File: src/rtl/sn_popcount_stream_if.sv
// rtl/sn_popcount_stream_if.sv - beat input and frame result handshake bundle for sn_popcount_stream
interface sn_popcount_stream_if #(
    parameter int DATA_W = 32,
    parameter int ACC_W  = 16
);
    logic              in_valid;
    logic              in_ready;
    logic [DATA_W-1:0] in_data;
    logic              in_last;
    logic              approx_en;
    logic              out_valid;
    logic              out_ready;
    logic [ACC_W-1:0]  out_count;
    logic [ACC_W-1:0]  out_err;
    logic              out_sat;

    modport master (
        output in_valid, in_data, in_last, approx_en, out_ready,
        input  in_ready, out_valid, out_count, out_err, out_sat
    );

    modport slave (
        input  in_valid, in_data, in_last, approx_en, out_ready,
        output in_ready, out_valid, out_count, out_err, out_sat
    );
endinterface

File: src/rtl/sn_popcount_stream.sv
// rtl/sn_popcount_stream.sv - streaming frame popcount using exact or approximate sorting-network 4-bit counters
module sn_popcount_stream #(
    parameter int DATA_W = 32,
    parameter int ACC_W  = 16
) (
    input logic               clk,
    input logic               rst,
    sn_popcount_stream_if.slave bus
);
    localparam int G     = DATA_W / 4;
    localparam int SUM_W = $clog2(4 * G + 1);
    localparam int EXT_W = ((ACC_W > SUM_W) ? ACC_W : SUM_W) + 1;
    localparam logic [EXT_W-1:0] ACC_MAX = EXT_W'({ACC_W{1'b1}});

    // 4-input bit sorter: returns {A, h1, h2, D} with A >= h1 >= h2 >= D
    function automatic logic [3:0] sort4(input logic [3:0] x);
        logic [3:0] a;
        logic       m1, m2;
        a  = {x[3] | x[2], x[3] & x[2], x[1] | x[0], x[1] & x[0]};
        m1 = a[3] & a[1];
        m2 = a[2] | a[0];
        return {a[3] | a[1], m1 | m2, m1 & m2, a[2] & a[0]};
    endfunction

    // Counter value of one group; approximate mode reports 4 ones as 3
    function automatic logic [2:0] group_value(input logic [3:0] x, input logic approx);
        logic [3:0] s;
        s = sort4(x);
        if (approx)
            return {1'b0, s[2], (s[3] & ~s[2]) | s[1]};
        else
            return {2'b00, s[3]} + {2'b00, s[2]} + {2'b00, s[1]} + {2'b00, s[0]};
    endfunction

    logic [3*G-1:0]   grp_val;
    logic [G-1:0]     grp_err;
    logic [3*G-1:0]   s1_val;
    logic [G-1:0]     s1_err;
    logic             s1_last;
    logic             s1_valid;
    logic             s1_advance;
    logic [SUM_W-1:0] beat_sum;
    logic [SUM_W-1:0] beat_err;
    logic [ACC_W-1:0] acc_count;
    logic [ACC_W-1:0] acc_err;
    logic             acc_sat;
    logic [EXT_W-1:0] cnt_wide;
    logic [EXT_W-1:0] err_wide;
    logic             cnt_ovf;
    logic             err_ovf;
    logic [ACC_W-1:0] cnt_next;
    logic [ACC_W-1:0] err_next;
    logic             out_valid_q;
    logic [ACC_W-1:0] out_count_q;
    logic [ACC_W-1:0] out_err_q;
    logic             out_sat_q;

    // Per-group counts and error flags of the incoming beat
    always_comb begin
        grp_val = '0;
        grp_err = '0;
        for (int g = 0; g < G; g++) begin
            grp_val[3*g +: 3] = group_value(bus.in_data[4*g +: 4], bus.approx_en);
            grp_err[g]        = bus.approx_en & (&bus.in_data[4*g +: 4]);
        end
    end

    // Beat totals of the group counts held in S1
    always_comb begin
        beat_sum = '0;
        beat_err = '0;
        for (int g = 0; g < G; g++) begin
            beat_sum = beat_sum + SUM_W'(s1_val[3*g +: 3]);
            beat_err = beat_err + SUM_W'(s1_err[g]);
        end
    end

    // Saturating accumulator update, computed one bit wider to detect overflow
    always_comb begin
        cnt_wide = EXT_W'(acc_count) + EXT_W'(beat_sum);
        err_wide = EXT_W'(acc_err) + EXT_W'(beat_err);
        cnt_ovf  = cnt_wide > ACC_MAX;
        err_ovf  = err_wide > ACC_MAX;
        cnt_next = cnt_ovf ? {ACC_W{1'b1}} : cnt_wide[ACC_W-1:0];
        err_next = err_ovf ? {ACC_W{1'b1}} : err_wide[ACC_W-1:0];
    end

    // Only a last beat facing an unconsumed result can hold S1
    assign s1_advance   = s1_valid & ~(s1_last & out_valid_q & ~bus.out_ready);
    assign bus.in_ready = ~s1_valid | s1_advance;

    assign bus.out_valid = out_valid_q;
    assign bus.out_count = out_count_q;
    assign bus.out_err   = out_err_q;
    assign bus.out_sat   = out_sat_q;

    // S1 capture, frame accumulation and result register
    always_ff @(posedge clk or posedge rst) begin
        if (rst) begin
            s1_val      <= '0;
            s1_err      <= '0;
            s1_last     <= 1'b0;
            s1_valid    <= 1'b0;
            acc_count   <= '0;
            acc_err     <= '0;
            acc_sat     <= 1'b0;
            out_valid_q <= 1'b0;
            out_count_q <= '0;
            out_err_q   <= '0;
            out_sat_q   <= 1'b0;
        end else begin
            if (bus.in_ready) begin
                s1_valid <= bus.in_valid;
                if (bus.in_valid) begin
                    s1_val  <= grp_val;
                    s1_err  <= grp_err;
                    s1_last <= bus.in_last;
                end
            end

            if (s1_advance && s1_last) begin
                out_count_q <= cnt_next;
                out_err_q   <= err_next;
                out_sat_q   <= acc_sat | cnt_ovf | err_ovf;
                out_valid_q <= 1'b1;
                acc_count   <= '0;
                acc_err     <= '0;
                acc_sat     <= 1'b0;
            end else begin
                if (s1_advance) begin
                    acc_count <= cnt_next;
                    acc_err   <= err_next;
                    acc_sat   <= acc_sat | cnt_ovf | err_ovf;
                end
                if (bus.out_ready)
                    out_valid_q <= 1'b0;
            end
        end
    end
endmodule

File: src/flat_wrapper.sv
// flat-port wrapper written by rule: the top's interface ports become plain ports
module sn_popcount_stream_flat 
#(
    parameter int DATA_W = 32,
    parameter int ACC_W  = 16
)
  (clk, rst, bus_in_valid, bus_in_data, bus_in_last, bus_approx_en, bus_out_ready, bus_in_ready, bus_out_valid, bus_out_count, bus_out_err, bus_out_sat);
  sn_popcount_stream_if #(.DATA_W(DATA_W), .ACC_W(ACC_W)) bus_i ();
  input logic clk;
  input logic rst;
  input wire logic [$bits(bus_i.in_valid)-1:0] bus_in_valid;
  input wire logic [$bits(bus_i.in_data)-1:0] bus_in_data;
  input wire logic [$bits(bus_i.in_last)-1:0] bus_in_last;
  input wire logic [$bits(bus_i.approx_en)-1:0] bus_approx_en;
  input wire logic [$bits(bus_i.out_ready)-1:0] bus_out_ready;
  output wire logic [$bits(bus_i.in_ready)-1:0] bus_in_ready;
  output wire logic [$bits(bus_i.out_valid)-1:0] bus_out_valid;
  output wire logic [$bits(bus_i.out_count)-1:0] bus_out_count;
  output wire logic [$bits(bus_i.out_err)-1:0] bus_out_err;
  output wire logic [$bits(bus_i.out_sat)-1:0] bus_out_sat;
  assign bus_i.in_valid = bus_in_valid;
  assign bus_i.in_data = bus_in_data;
  assign bus_i.in_last = bus_in_last;
  assign bus_i.approx_en = bus_approx_en;
  assign bus_i.out_ready = bus_out_ready;
  assign bus_in_ready = bus_i.in_ready;
  assign bus_out_valid = bus_i.out_valid;
  assign bus_out_count = bus_i.out_count;
  assign bus_out_err = bus_i.out_err;
  assign bus_out_sat = bus_i.out_sat;
  sn_popcount_stream #(.DATA_W(DATA_W), .ACC_W(ACC_W)) u_core (.clk(clk), .rst(rst), .bus(bus_i));
endmodule
File: config.mk
export PLATFORM = sky130hd
export DESIGN_NAME = sn_popcount_stream_flat
export DESIGN_NICKNAME = d
export VERILOG_FILES = /design/src/rtl/sn_popcount_stream_if.sv /design/src/rtl/sn_popcount_stream.sv /design/src/flat_wrapper.sv
export SDC_FILE = /design/constraint.sdc
export NUM_CORES = 1
export LEC_CHECK = 0
export BUFFER_PORTS_ARGS = -buffer_cell sky130_fd_sc_hd__buf_2
export CAP_MARGIN = 20
export CORE_MARGIN = 1
export CORE_UTILIZATION = 54
export DETAILED_ROUTE_END_ITERATION = 7
export PLACE_DENSITY = 0.85
export SYNTH_ARGS = -nofsm -noshare
export SYNTH_HDL_FRONTEND = slang
export SYNTH_SLANG_ARGS = --single-unit
export TNS_END_PERCENT = 20
File: constraint.sdc
create_clock -name clk -period 5.7 [get_ports clk]
set_input_delay 0.285 -clock clk [delete_from_list [all_inputs] [get_ports clk]]
set_output_delay 0.285 -clock clk [all_outputs]
set_load 0.005 [all_outputs]
==> metrics.yaml, run 1 <==
die_height_um: 115.3
rows: 41
multi_input_area_mm2: 0.004160
crit_top_cell: "fa_1"
dieArea_mm2: 0.01330
antenna_found_initial: 0
power.leakage_nw: 3.929
fmax_mhz: 178.0
top_usage_layer: "met2"
area_growth_pct: 17.59
total_power_mw: 4.263
clk_pin_slew_ns: 0.07
gr-usage-all-layers_pct: 23.73
startpoint_type: "flip-flop"
global_route.usage.met3_pct: 3.321
core_mm2: 0.01257
final_cell_mix: "dfrtp_1, nand2_1, inv_1, buf_2, nor2_1"
hold_path_class: "input port to asynchronous set/reset pin"
overflow: 0
detail_route.iter0.violations: 488
fillers: 1000
clkLatencyLatePin_ns: 0.34
htree_levels: 3
avgSynthCellArea_um2: 9.068
synth-xor-area-share_pct: 2.525
pwr_density_cell_mw_per_mm2: 522.6
dieWidth_um: 115.3
io_pins: 73
synth_top_family_by_area: "adder cells"
yosysSeqAreaShare_pct: 36.44
required_ns: 5.91
synth_compound_area_share_pct: 18.00
grtUsageMet1_pct: 30.14
failed_checks: "negative hold slack"
syn-cell-area_mm2: 0.006937
synth-edff-count: 0
post-place-ws_ns: -0.2724
yosysUniqueCellTypes: 60
arrival_ns: 5.83
worst_pin_slew_ns: 0.9561
rsz0062_at_grt: "true"
placedCellCount: 1001
viasPerCell: 5.592
place_congestion: 0.8815
synth-simple-area-share_pct: 16.29
fin_util_pct: 64.90
clock-sinks: 101
holdWs_ns: -0.01804
fin_area_mm2: 0.008157
synth_mux_area_share_pct: 1.930
mostFrequentLayoutCell: "dfrtp_1"
num_vias: 5737
place_area_mm2: 0.007567
synthCells: 765
clock_path_buffers: 2
drtAntennaViolNets: 0
grt_pass1_vias: 5469
initial_core_util_pct: 55.19
cts_root_buf: "clkbuf_16"
drv_cap: 0
seq_area_mm2: 0.002527
drc: 0
cp_slowest_stage_delay_ns: 0.57
synthFlopType: "dfrtp_1"
dr.pass1.iters: 5
tritoncts: "yes"
yosysWarnings: 0
n_antenna_cell: 0
fin_cells: 1026
nets: 967
grt_max_degree: 66
slowest_stage: "fa_1"
fin_skew_ns: 0.01016
holdBufCountCts: 0
dp_hpwl_mm: 10.57
routedWlPerCell_um: 14.93
drive_above_1_share_pct: 20.14
async_flop_share_pct: 100.0
fin_crit_ns: 5.619
worst_slack_ns: 0.08118
setup_viol: 0
numCtsBuffers: 9
end_kind: "flip-flop"
synthAdderAreaFrac_pct: 18.43
maxSlewHeadroom_pct: 36.03
slew_violations: 0
grt_pass1_wl_mm: 25.03
hold_violations: 21
grt_use_met2_pct: 41.68
critical_path_class: "flip-flop to flip-flop"
syn_nets: 882
io_buffer_count: 72
drt-total-wl_mm: 15.32
ir_drop_mv: 0.5149
crit_path_max_fanout: 5
path_cells: "ha_4 -> fa_2 -> xor2_2 -> fa_1 -> inv_1 -> fa_1 -> fa_1 -> inv_2 -> fa_1 -> inv_2 -> fa_2 -> inv_2 -> a21o_1 -> a21oi_2 -> xnor2_2 -> ha_2 -> buf_4 -> a2111oi_4 -> buf_4 -> nor3b_4 -> buf_4 -> o21ai_1 -> o2bb2ai_1"
outcome: "finished with violations"
synth_seq_cells: 101
timing.final.crit_share_pct: 98.58
## cells by family after synthesis
family / count (synthesis)
flops: 101
xor+xnor: 20
simple gates: 236
buf+inv: 112
compound gates: 196
mux: 13
fa+ha+maj: 87
## what timing repair did
action / 4_1_cts / 5_1_grt
resized for setup: 14 / 36
pin swaps: 14 / 27
setup buffers: 6 / 4
endpoints found under the setup margin: 34 / 34
## cells in the mapped netlist (2+ instances only)
library cell | instances | area (um^2)
nand2_1 | 77 | 289.0
a31o_2 | 4 | 35.03
nor4_1 | 2 | 12.51
mux2i_1 | 10 | 100.1
a211oi_1 | 5 | 37.54
and4_1 | 7 | 61.31
nand3_1 | 14 | 70.07
xnor2_1 | 15 | 131.4
a311oi_1 | 4 | 35.03
fa_1 | 28 | 560.5
a21o_1 | 10 | 75.07
nor3_1 | 16 | 80.08
dfrtp_1 | 101 | 2527
a31oi_1 | 14 | 87.58
a211oi_2 | 2 | 25.02
o31ai_1 | 5 | 37.54
a211o_1 | 3 | 26.28
nand2b_1 | 26 | 162.7
a21oi_1 | 55 | 275.3
o211ai_1 | 3 | 22.52
nand4_1 | 4 | 25.02
clkbuf_1 | 22 | 82.58
and2_1 | 4 | 25.02
a41oi_1 | 3 | 26.28
nor2b_1 | 3 | 18.77
mux2_2 | 3 | 33.78
o21a_1 | 9 | 67.56
o211a_1 | 3 | 30.03
buf_2 | 7 | 35.03
ha_1 | 51 | 638.1
o21bai_1 | 3 | 22.52
xor2_1 | 5 | 43.79
inv_1 | 78 | 292.8
nor2_1 | 62 | 232.7
o21ai_0 | 58 | 290.3
buf_1 | 2 | 7.510
maj3_1 | 8 | 80.08
o311a_1 | 2 | 20.02
o22a_1 | 2 | 17.52
and3_1 | 15 | 93.84
## worst max-delay path, delay by kind of cell (launching register included)
kind	cells	cell delay, ns
AO/OA/AOI/OAI	5	0.44
flip-flops	1	0.41
buffers and inverters	7	0.69
XOR/XNOR	2	0.41
adder cells (fa/ha/maj)	8	3.24
AND/OR/NAND/NOR	1	0.28
## power by group
group	total, mW	switching [mW]	internal, mW	leakage, nW
sequential	0.910	0.0801	0.830	1.32
combinational	2.74	1.45	1.29	2.47
clock	0.610	0.270	0.340	0.139
total	4.26	1.80	2.46	3.93
## metrics by stage
| stage | hold WS [ns] | TNS, ns |
|---|---|---|
| 3_5_place_dp | 0.3645 | -4.734 |
| 3_3_place_gp | 0.3583 | -1.277 |
| 5_1_grt | 0.04338 | -2.077 |
| 2_1_floorplan | 0.3814 | 0 |
| 4_1_cts | 0.005786 | 0 |
| 6_report | -0.01804 | 0 |
## layer usage
| metal | up-vias | share of wire, % |
|---|---|---|
| met2 | 176 | 49 |
| met4 | 0 | 2.5 |
| li1 | 2802 | - |
| met5 | - | 0 |
| met1 | 2726 | 43 |
| met3 | 33 | 5.1 |
## worst paths after layout
path,from,cells past startpoint,slack [ns],end
max in group asynchronous,rst,3,4.56,u_core.acc_count[15]$_DFFE_PP0P_
min,rst,2,-0.02,u_core.s1_err[7]$_DFFE_PP0P_
min in group clk,bus_out_ready,2,0.14,u_core.bus.out_valid$_DFFE_PP0P_
min reg2reg,u_core.bus.out_count[12]$_DFFE_PP0P_,2,0.48,u_core.bus.out_count[12]$_DFFE_PP0P_
max,u_core.s1_val[3]$_DFFE_PP0P_,23,0.08,u_core.acc_count[11]$_DFFE_PP0P_
max reg2reg,u_core.s1_val[3]$_DFFE_PP0P_,23,0.08,u_core.acc_count[11]$_DFFE_PP0P_
## flip-flops by register name (all words and copies together), names as in the netlist
name and cells:
u_core.bus.out_valid 1, u_core.s1_val 24, u_core.s1_valid 1, u_core.s1_last 1
u_core.acc_count 16, u_core.bus.out_sat 1, u_core.acc_err 16, u_core.bus.out_err 16
u_core.s1_err 8, u_core.acc_sat 1, u_core.bus.out_count 16
## area by class of cell
type / count / share of cell area, %
Clock buffer: 10 / 2.807
Clock inverter: 5 / 0.7363
Inverter: 78 / 3.620
Multi-Input combinational cell: 552 / 51.00
Sequential cell: 101 / 30.99
Tap cell: 172 / 2.638
Timing Repair Buffer: 108 / 8.207
Power figures use the tool's default switching activity.
==> run 2: changes to the inputs <==
--- a/config.mk
+++ b/config.mk
@@ -7,10 +7,13 @@
 export LEC_CHECK = 0
 export BUFFER_PORTS_ARGS = -buffer_cell sky130_fd_sc_hd__buf_2
 export CAP_MARGIN = 20
+export CELL_PAD_IN_SITES_DETAIL_PLACEMENT = 1
+export CELL_PAD_IN_SITES_GLOBAL_PLACEMENT = 1
+export CORE_ASPECT_RATIO = 0.8
 export CORE_MARGIN = 1
-export CORE_UTILIZATION = 54
+export CORE_UTILIZATION = 42
 export DETAILED_ROUTE_END_ITERATION = 7
-export PLACE_DENSITY = 0.85
+export PLACE_DENSITY = 0.86
 export SYNTH_ARGS = -nofsm -noshare
 export SYNTH_HDL_FRONTEND = slang
 export SYNTH_SLANG_ARGS = --single-unit
==> metrics.yaml, run 2 (synthesis gave the netlist of run 1 again) <==
nets: 968  # +0.10%
drv_cap: 0  # unchanged
required_ns: 5.95  # +0.04 ns
outcome: "finished with violations"
io_pins: 73  # unchanged
arrival_ns: 5.96  # +0.13 ns
clkLatencyLatePin_ns: 0.35  # about the same
r2r_start: "u_core.s1_val[0]$_DFFE_PP0P_"
worst_pin_slew_ns: 0.8708  # -0.08534 ns
clock_power_share_pct: 13.6  # -0.7 points
rr_endpoint: "u_core.acc_count[13]$_DFFE_PP0P_"
rows: 41  # unchanged
regMostFlops: "u_core.s1_val"
rsz0062_at_grt: "true"
viasPerCell: 5.525  # -1.2%
holdBufCountCts: 0  # unchanged
setup_viol: 1  # +1
cts_root_buf: "clkbuf_16"
largest_reg_flops: 24  # unchanged
drtAntennaViolNets: 0  # unchanged
p_seq_share_pct: 20.6  # -0.7 points
top_usage_layer: "met2"
fin_crit_ns: 5.706  # +0.08752 ns
clock-sinks: 101  # unchanged
place_congestion: 0.8216  # -6.8%
worst_slack_ns: -0.006340  # -0.08752 ns
fmax_mhz: 175.2  # -1.5%
initial_core_util_pct: 43.48  # -12 points
critical_path_class: "flip-flop to flip-flop"
antenna_found_initial: 1  # +1
hold_path_class: "input port to asynchronous set/reset pin"
gr-usage-all-layers_pct: 22.81  # -0.92 points
crit_path_max_fanout: 6  # +1
htree_levels: 3  # unchanged
dieArea_mm2: 0.01704  # +28%
p_sw_mw: 1.945  # +8.1%
fillers: 1831  # +83%
p_comb_share_pct: 65.9  # +1.6 points
dieWidth_um: 145.7  # +26%
grt_pass1_wl_mm: 30.86  # +23%
numCtsBuffers: 9  # unchanged
grt_pass1_vias: 6192  # +13%
final_cell_mix: "dfrtp_1, nand2_1, inv_1, buf_2, nor2_1"
grt_max_degree: 66  # unchanged
slew_violations: 0  # unchanged
core_mm2: 0.01595  # +27%
rrSetupSlack_ns: -0.006  # -0.09 ns
drive_above_1_share_pct: 20.91  # +0.77 points
clock_path_buffers: 2  # unchanged
tritoncts: "yes"
clk_pin_slew_ns: 0.07  # about the same
io_buffer_count: 72  # unchanged
holdWs_ns: 0.02570  # +0.04374 ns
fin_skew_ns: 0.007497  # -0.002664 ns
ir_drop_mv: 0.4248  # -17%
maxSlewHeadroom_pct: 41.81  # +5.8 points
area_growth_pct: 18.94
end_kind: "flip-flop"
overflow: 0  # unchanged
r2r_cells: 22  # -4.3%
drt-total-wl_mm: 19.53  # +28%
power.leakage_nw: 3.931  # about the same
swShare_pct: 43.53  # +1.3 points
timing.final.crit_share_pct: 100.1  # +1.5 points
pwr_density_cell_mw_per_mm2: 541.5  # +3.6%
hold_violations: 0  # -100%
grtUsageMet1_pct: 29.00  # -1.1 points
detail_route.iter0.violations: 358  # -27%
grt_use_met2_pct: 41.05  # -0.62 points
intPower_mw: 2.523  # +2.4%
startpoint_type: "flip-flop"
drc: 0  # unchanged
failed_checks: "negative setup slack"
setup_tns_ns: -0.006340  # -0.006340 ns
routedWlPerCell_um: 18.22  # +22%
num_vias: 5923  # +3.2%
mostFrequentLayoutCell: "dfrtp_1"
dr.pass1.iters: 5  # unchanged
die_height_um: 116.9  # +1.4%
dp_hpwl_mm: 12.95  # +23%
global_route.usage.met3_pct: 3.217  # -0.10 points
## run 2: changes by cell type in the layout (fill, tap and decap cells not counted), sizes merged
cell and delta:
clkinv +1, buf +1, inv +1, bufinv -1, diode +1
## run 2: layer usage
| layer | wire (um) | part of all wire, % | up-vias |
|---|---|---|---|
| met2 | 9852 | 50 | 112 |
| met5 | 0 | 0 | - |
| met1 | 8673 | 44 | 2970 |
| met4 | 364 | 1.9 | 0 |
| met3 | 642 | 3.3 | 35 |
| li1 | - | - | 2806 |
## run 2: cell type report
class	count	area [um^2]	area share, %
Multi-Input combinational cell	552	4213	51.06
Sequential cell	101	2527	30.63
Timing Repair Buffer	109	658.1	7.977
Inverter	78	295.3	3.579
Tap cell	215	269.0	3.261
Clock buffer	10	239.0	2.897
Clock inverter	6	46.29	0.5611
Antenna cell	1	2.502	0.03033
## run 2: timing repair
action / 4_1_cts / 5_1_grt
pin swaps: 12 / 26
endpoints found under the setup margin: 34 / 34
buffers inserted: 3 / 3
hold endpoints to repair: 0 / 0
resized for setup: 14 / 31
## run 2: power groups by stage
| stage | Clock (mW) | Sequential (mW) | Combinational (mW) |
|---|---|---|---|
| 2_1_floorplan | 0 | 0.902 | 1.52 |
| 3_3_place_gp | 0 | 0.918 | 2.26 |
| 3_5_place_dp | 0 | 0.922 | 2.40 |
| 4_1_cts | 0.613 | 0.911 | 2.53 |
| 5_1_grt | 0.634 | 0.931 | 3.20 |
| 6_report | 0.606 | 0.919 | 2.94 |
## run 2: through the flow
step / worst slack (ns) / cell area, um^2 / cells / utilization (%) / power [mW]
after floorplan: 0.009778 / 6939 / 765 / - / 2.422
after global placement: -0.2146 / 7651 / 1048 / 47.96 / 3.175
after detailed placement: -0.2552 / 7651 / 1048 / 47.96 / 3.325
after CTS: -0.01620 / 8016 / 1067 / 50.25 / 4.057
after global routing: -0.1672 / 8250 / 1072 / 51.71 / 4.767
final: -0.006340 / 8250 / 1072 / 51.71 / 4.468
## run 2: worst max-delay path by stage
stage	startpoint	end	slack [ns]	cells after the start
2_1_floorplan	u_core.s1_val[0]$_DFFE_PP0P_	u_core.acc_count[13]$_DFFE_PP0P_	0.01	21
3_3_place_gp	u_core.s1_val[0]$_DFFE_PP0P_	u_core.acc_count[15]$_DFFE_PP0P_	-0.21	21
3_5_place_dp	u_core.s1_val[0]$_DFFE_PP0P_	u_core.acc_count[15]$_DFFE_PP0P_	-0.26	21
4_1_cts	u_core.s1_val[3]$_DFFE_PP0P_	u_core.acc_count[1]$_DFFE_PP0P_	-0.02	23
5_1_grt	u_core.s1_val[0]$_DFFE_PP0P_	u_core.acc_count[13]$_DFFE_PP0P_	-0.17	22
6_report	u_core.s1_val[0]$_DFFE_PP0P_	u_core.acc_count[13]$_DFFE_PP0P_	-0.006	22
## run 2: critical path, cell delays in order (launching register included)
cell      delay, ns
dfrtp_1        0.39
ha_2           0.20
fa_2           0.43
fa_1           0.54
inv_1          0.06
fa_1           0.48
fa_1           0.58
inv_1          0.06
ha_1           0.28
ha_1           0.18
inv_1          0.07
fa_2           0.39
inv_1          0.07
a21o_1         0.13
a21oi_2        0.07
xnor2_2        0.19
ha_4           0.32
o21a_1         0.16
o21ai_2        0.08
nor3b_2        0.25
buf_4          0.21
a41oi_1        0.16
a311oi_2       0.30
==> run 3: changes to the inputs <==
--- a/config.mk
+++ b/config.mk
@@ -5,15 +5,15 @@
 export SDC_FILE = /design/constraint.sdc
 export NUM_CORES = 1
 export LEC_CHECK = 0
-export BUFFER_PORTS_ARGS = -buffer_cell sky130_fd_sc_hd__buf_2
 export CAP_MARGIN = 20
 export CELL_PAD_IN_SITES_DETAIL_PLACEMENT = 1
 export CELL_PAD_IN_SITES_GLOBAL_PLACEMENT = 1
 export CORE_ASPECT_RATIO = 0.8
 export CORE_MARGIN = 1
-export CORE_UTILIZATION = 42
+export CORE_UTILIZATION = 45
 export DETAILED_ROUTE_END_ITERATION = 7
-export PLACE_DENSITY = 0.86
+export DONT_BUFFER_PORTS = 1
+export PLACE_DENSITY = 0.85
 export SYNTH_ARGS = -nofsm -noshare
 export SYNTH_HDL_FRONTEND = slang
 export SYNTH_SLANG_ARGS = --single-unit
==> metrics.yaml, run 3 (synthesis gave the netlist of run 1 again) <==
outcome: "finished with violations"
failed_checks: "negative setup slack"
fin_util_pct: 52.78  # +1.1 points
fin_crit_ns: 5.731  # +0.02478 ns
path_cells: "ha_2 -> fa_2 -> xor2_2 -> fa_1 -> inv_2 -> fa_1 -> fa_1 -> inv_1 -> fa_1 -> inv_2 -> fa_2 -> inv_2 -> a21o_1 -> a21oi_2 -> xnor2_2 -> ha_4 -> o21a_1 -> o21ai_4 -> nor3b_4 -> buf_4 -> a31oi_2 -> o31ai_1"
drc: 0  # unchanged
fin_skew_ns: 0.009031  # +0.001534 ns
detail_route.iter0.violations: 283  # -21%
dieArea_mm2: 0.01592  # -6.6%
fin_cells: 974  # -9.1%
power.leakage_nw: 3.647  # -7.2%
area_growth_pct: 14.25
die_height_um: 113.1  # -3.3%
ir_drop_mv: 0.4519  # +6.4%
pwr_density_cell_mw_per_mm2: 577.6  # +6.7%
drtAntennaViolNets: 0  # unchanged
critPathTopFamily: "adder cells"
slew_violations: 0  # unchanged
htree_levels: 3  # unchanged
routedWlPerCell_um: 19.53  # +7.2%
total_power_mw: 4.577  # +2.5%
io_pins: 73  # unchanged
grt_pass1_vias: 5907  # -4.6%
clock_path_buffers: 2  # unchanged
slowest_stage: "fa_1"
grt_max_degree: 66  # unchanged
fin_area_mm2: 0.007925  # -3.9%
setup_viol: 1  # unchanged
core_mm2: 0.01501  # -5.9%
regMostFlops: "u_core.s1_val"
viasPerCell: 5.812  # +5.2%
cp_slowest_stage_delay_ns: 0.58  # about the same
worst_slack_ns: -0.03112  # -0.02478 ns
dieWidth_um: 140.8  # -3.3%
hold_violations: 0  # unchanged
mostFrequentLayoutCell: "dfrtp_1"
overflow: 0  # unchanged
startpoint_type: "flip-flop"
nets: 897  # -7.3%
critical_path_class: "flip-flop to flip-flop"
clock-sinks: 101  # unchanged
initial_core_util_pct: 46.20  # +2.7 points
setup_tns_ns: -0.03112  # -0.02478 ns
dp_hpwl_mm: 13.69  # +5.7%
final_cell_mix: "dfrtp_1, nand2_1, inv_1, nor2_1, o21ai_0"
fmax_mhz: 174.5  # -0.43%
clkLatencyLatePin_ns: 0.36  # about the same
clk_pin_slew_ns: 0.07  # about the same
n_antenna_cell: 0  # -1
largest_reg_flops: 24  # unchanged
drv_cap: 0  # unchanged
io_buffer_count: 0  # -100%
worst_pin_slew_ns: 0.9805  # +0.1097 ns
dr.pass1.iters: 4  # -1
drive_above_1_share_pct: 14.14  # -6.8 points
maxSlewHeadroom_pct: 34.47  # -7.3 points
numCtsBuffers: 9  # unchanged
grt_pass1_wl_mm: 29.60  # -4.1%
timing.final.crit_share_pct: 100.5  # +0.43 points
hold_path_class: "input port to flip-flop"
required_ns: 5.95  # about the same
place_congestion: 0.8584  # +4.5%
num_vias: 5661  # -4.4%
arrival_ns: 5.98  # +0.02 ns
rsz0062_at_grt: "true"
tritoncts: "yes"
placedCellCount: 944  # -9.9%
cts_root_buf: "clkbuf_16"
place_area_mm2: 0.007211  # -5.8%
crit_buf_inv: 5  # unchanged
end_kind: "flip-flop"
crit_path_max_fanout: 4  # -2
gr-usage-all-layers_pct: 23.87  # +1.1 points
rows: 40  # -2.4%
antenna_found_initial: 0  # -1
crit_top_cell: "fa_1"
drt-total-wl_mm: 19.02  # -2.6%
## run 3: through the flow
stage,hold WS [ns],setup slack [ns]
floorplan,0.3814,0.009778
global placement,0.2152,-0.2066
detailed placement,0.2356,-0.4432
CTS,0.004645,-0.001736
global route,0.003880,-0.1972
finish,0.01697,-0.03112
## run 3: path summary, 6_finish.rpt
path / slack (ns) / startpoint / to / cells after the start
min in group asynchronous: 0.44 / rst / u_core.bus.out_count[5]$_DFFE_PP0P_ / 2
setup / recovery: -0.03 / u_core.s1_val[0]$_DFFE_PP0P_ / u_core.bus.out_count[15]$_DFFE_PP0P_ / 22
max in group asynchronous: 4.06 / rst / u_core.acc_err[0]$_DFFE_PP0P_ / 3
hold / removal: 0.02 / bus_out_ready / u_core.bus.out_valid$_DFFE_PP0P_ / 1
hold reg to reg: 0.49 / u_core.s1_val[5]$_DFFE_PP0P_ / u_core.s1_val[5]$_DFFE_PP0P_ / 2
setup reg to reg: -0.03 / u_core.s1_val[0]$_DFFE_PP0P_ / u_core.bus.out_count[15]$_DFFE_PP0P_ / 22
## run 3: layout make-up
cell class,instances,area [um^2]
Clock buffer,11,252.7
Clock inverter,5,35.03
Fill cell,1721,7089
Inverter,78,295.3
Multi-Input combinational cell,552,4275
Sequential cell,101,2527
Tap cell,189,236.5
Timing Repair Buffer,38,302.8
## run 3: per-layer routing
layer | part of all wire [%] | vias up | global-route usage [%]
met5 | 0 | - | 0
met4 | 2.2 | 0 | 8.261
met3 | 4.2 | 33 | 4.528
met2 | 50 | 122 | 41.03
met1 | 44 | 2834 | 30.25
li1 | - | 2672 | -
## run 3: where the power goes
group / switching (mW) / internal, mW
Clock: 0.279 / 0.320
Sequential: 0.103 / 0.830
Combinational: 1.69 / 1.36
## run 3: repair_timing
| action | CTS | global route |
|---|---|---|
| setup endpoints to repair | 34 | 34 |
| hold buffers | 1 | 0 |
| buffers inserted | 3 | 10 |
| resized for setup | 18 | 47 |
| pin swaps | 12 | 36 |
| hold endpoints to repair | 39 | 0 |
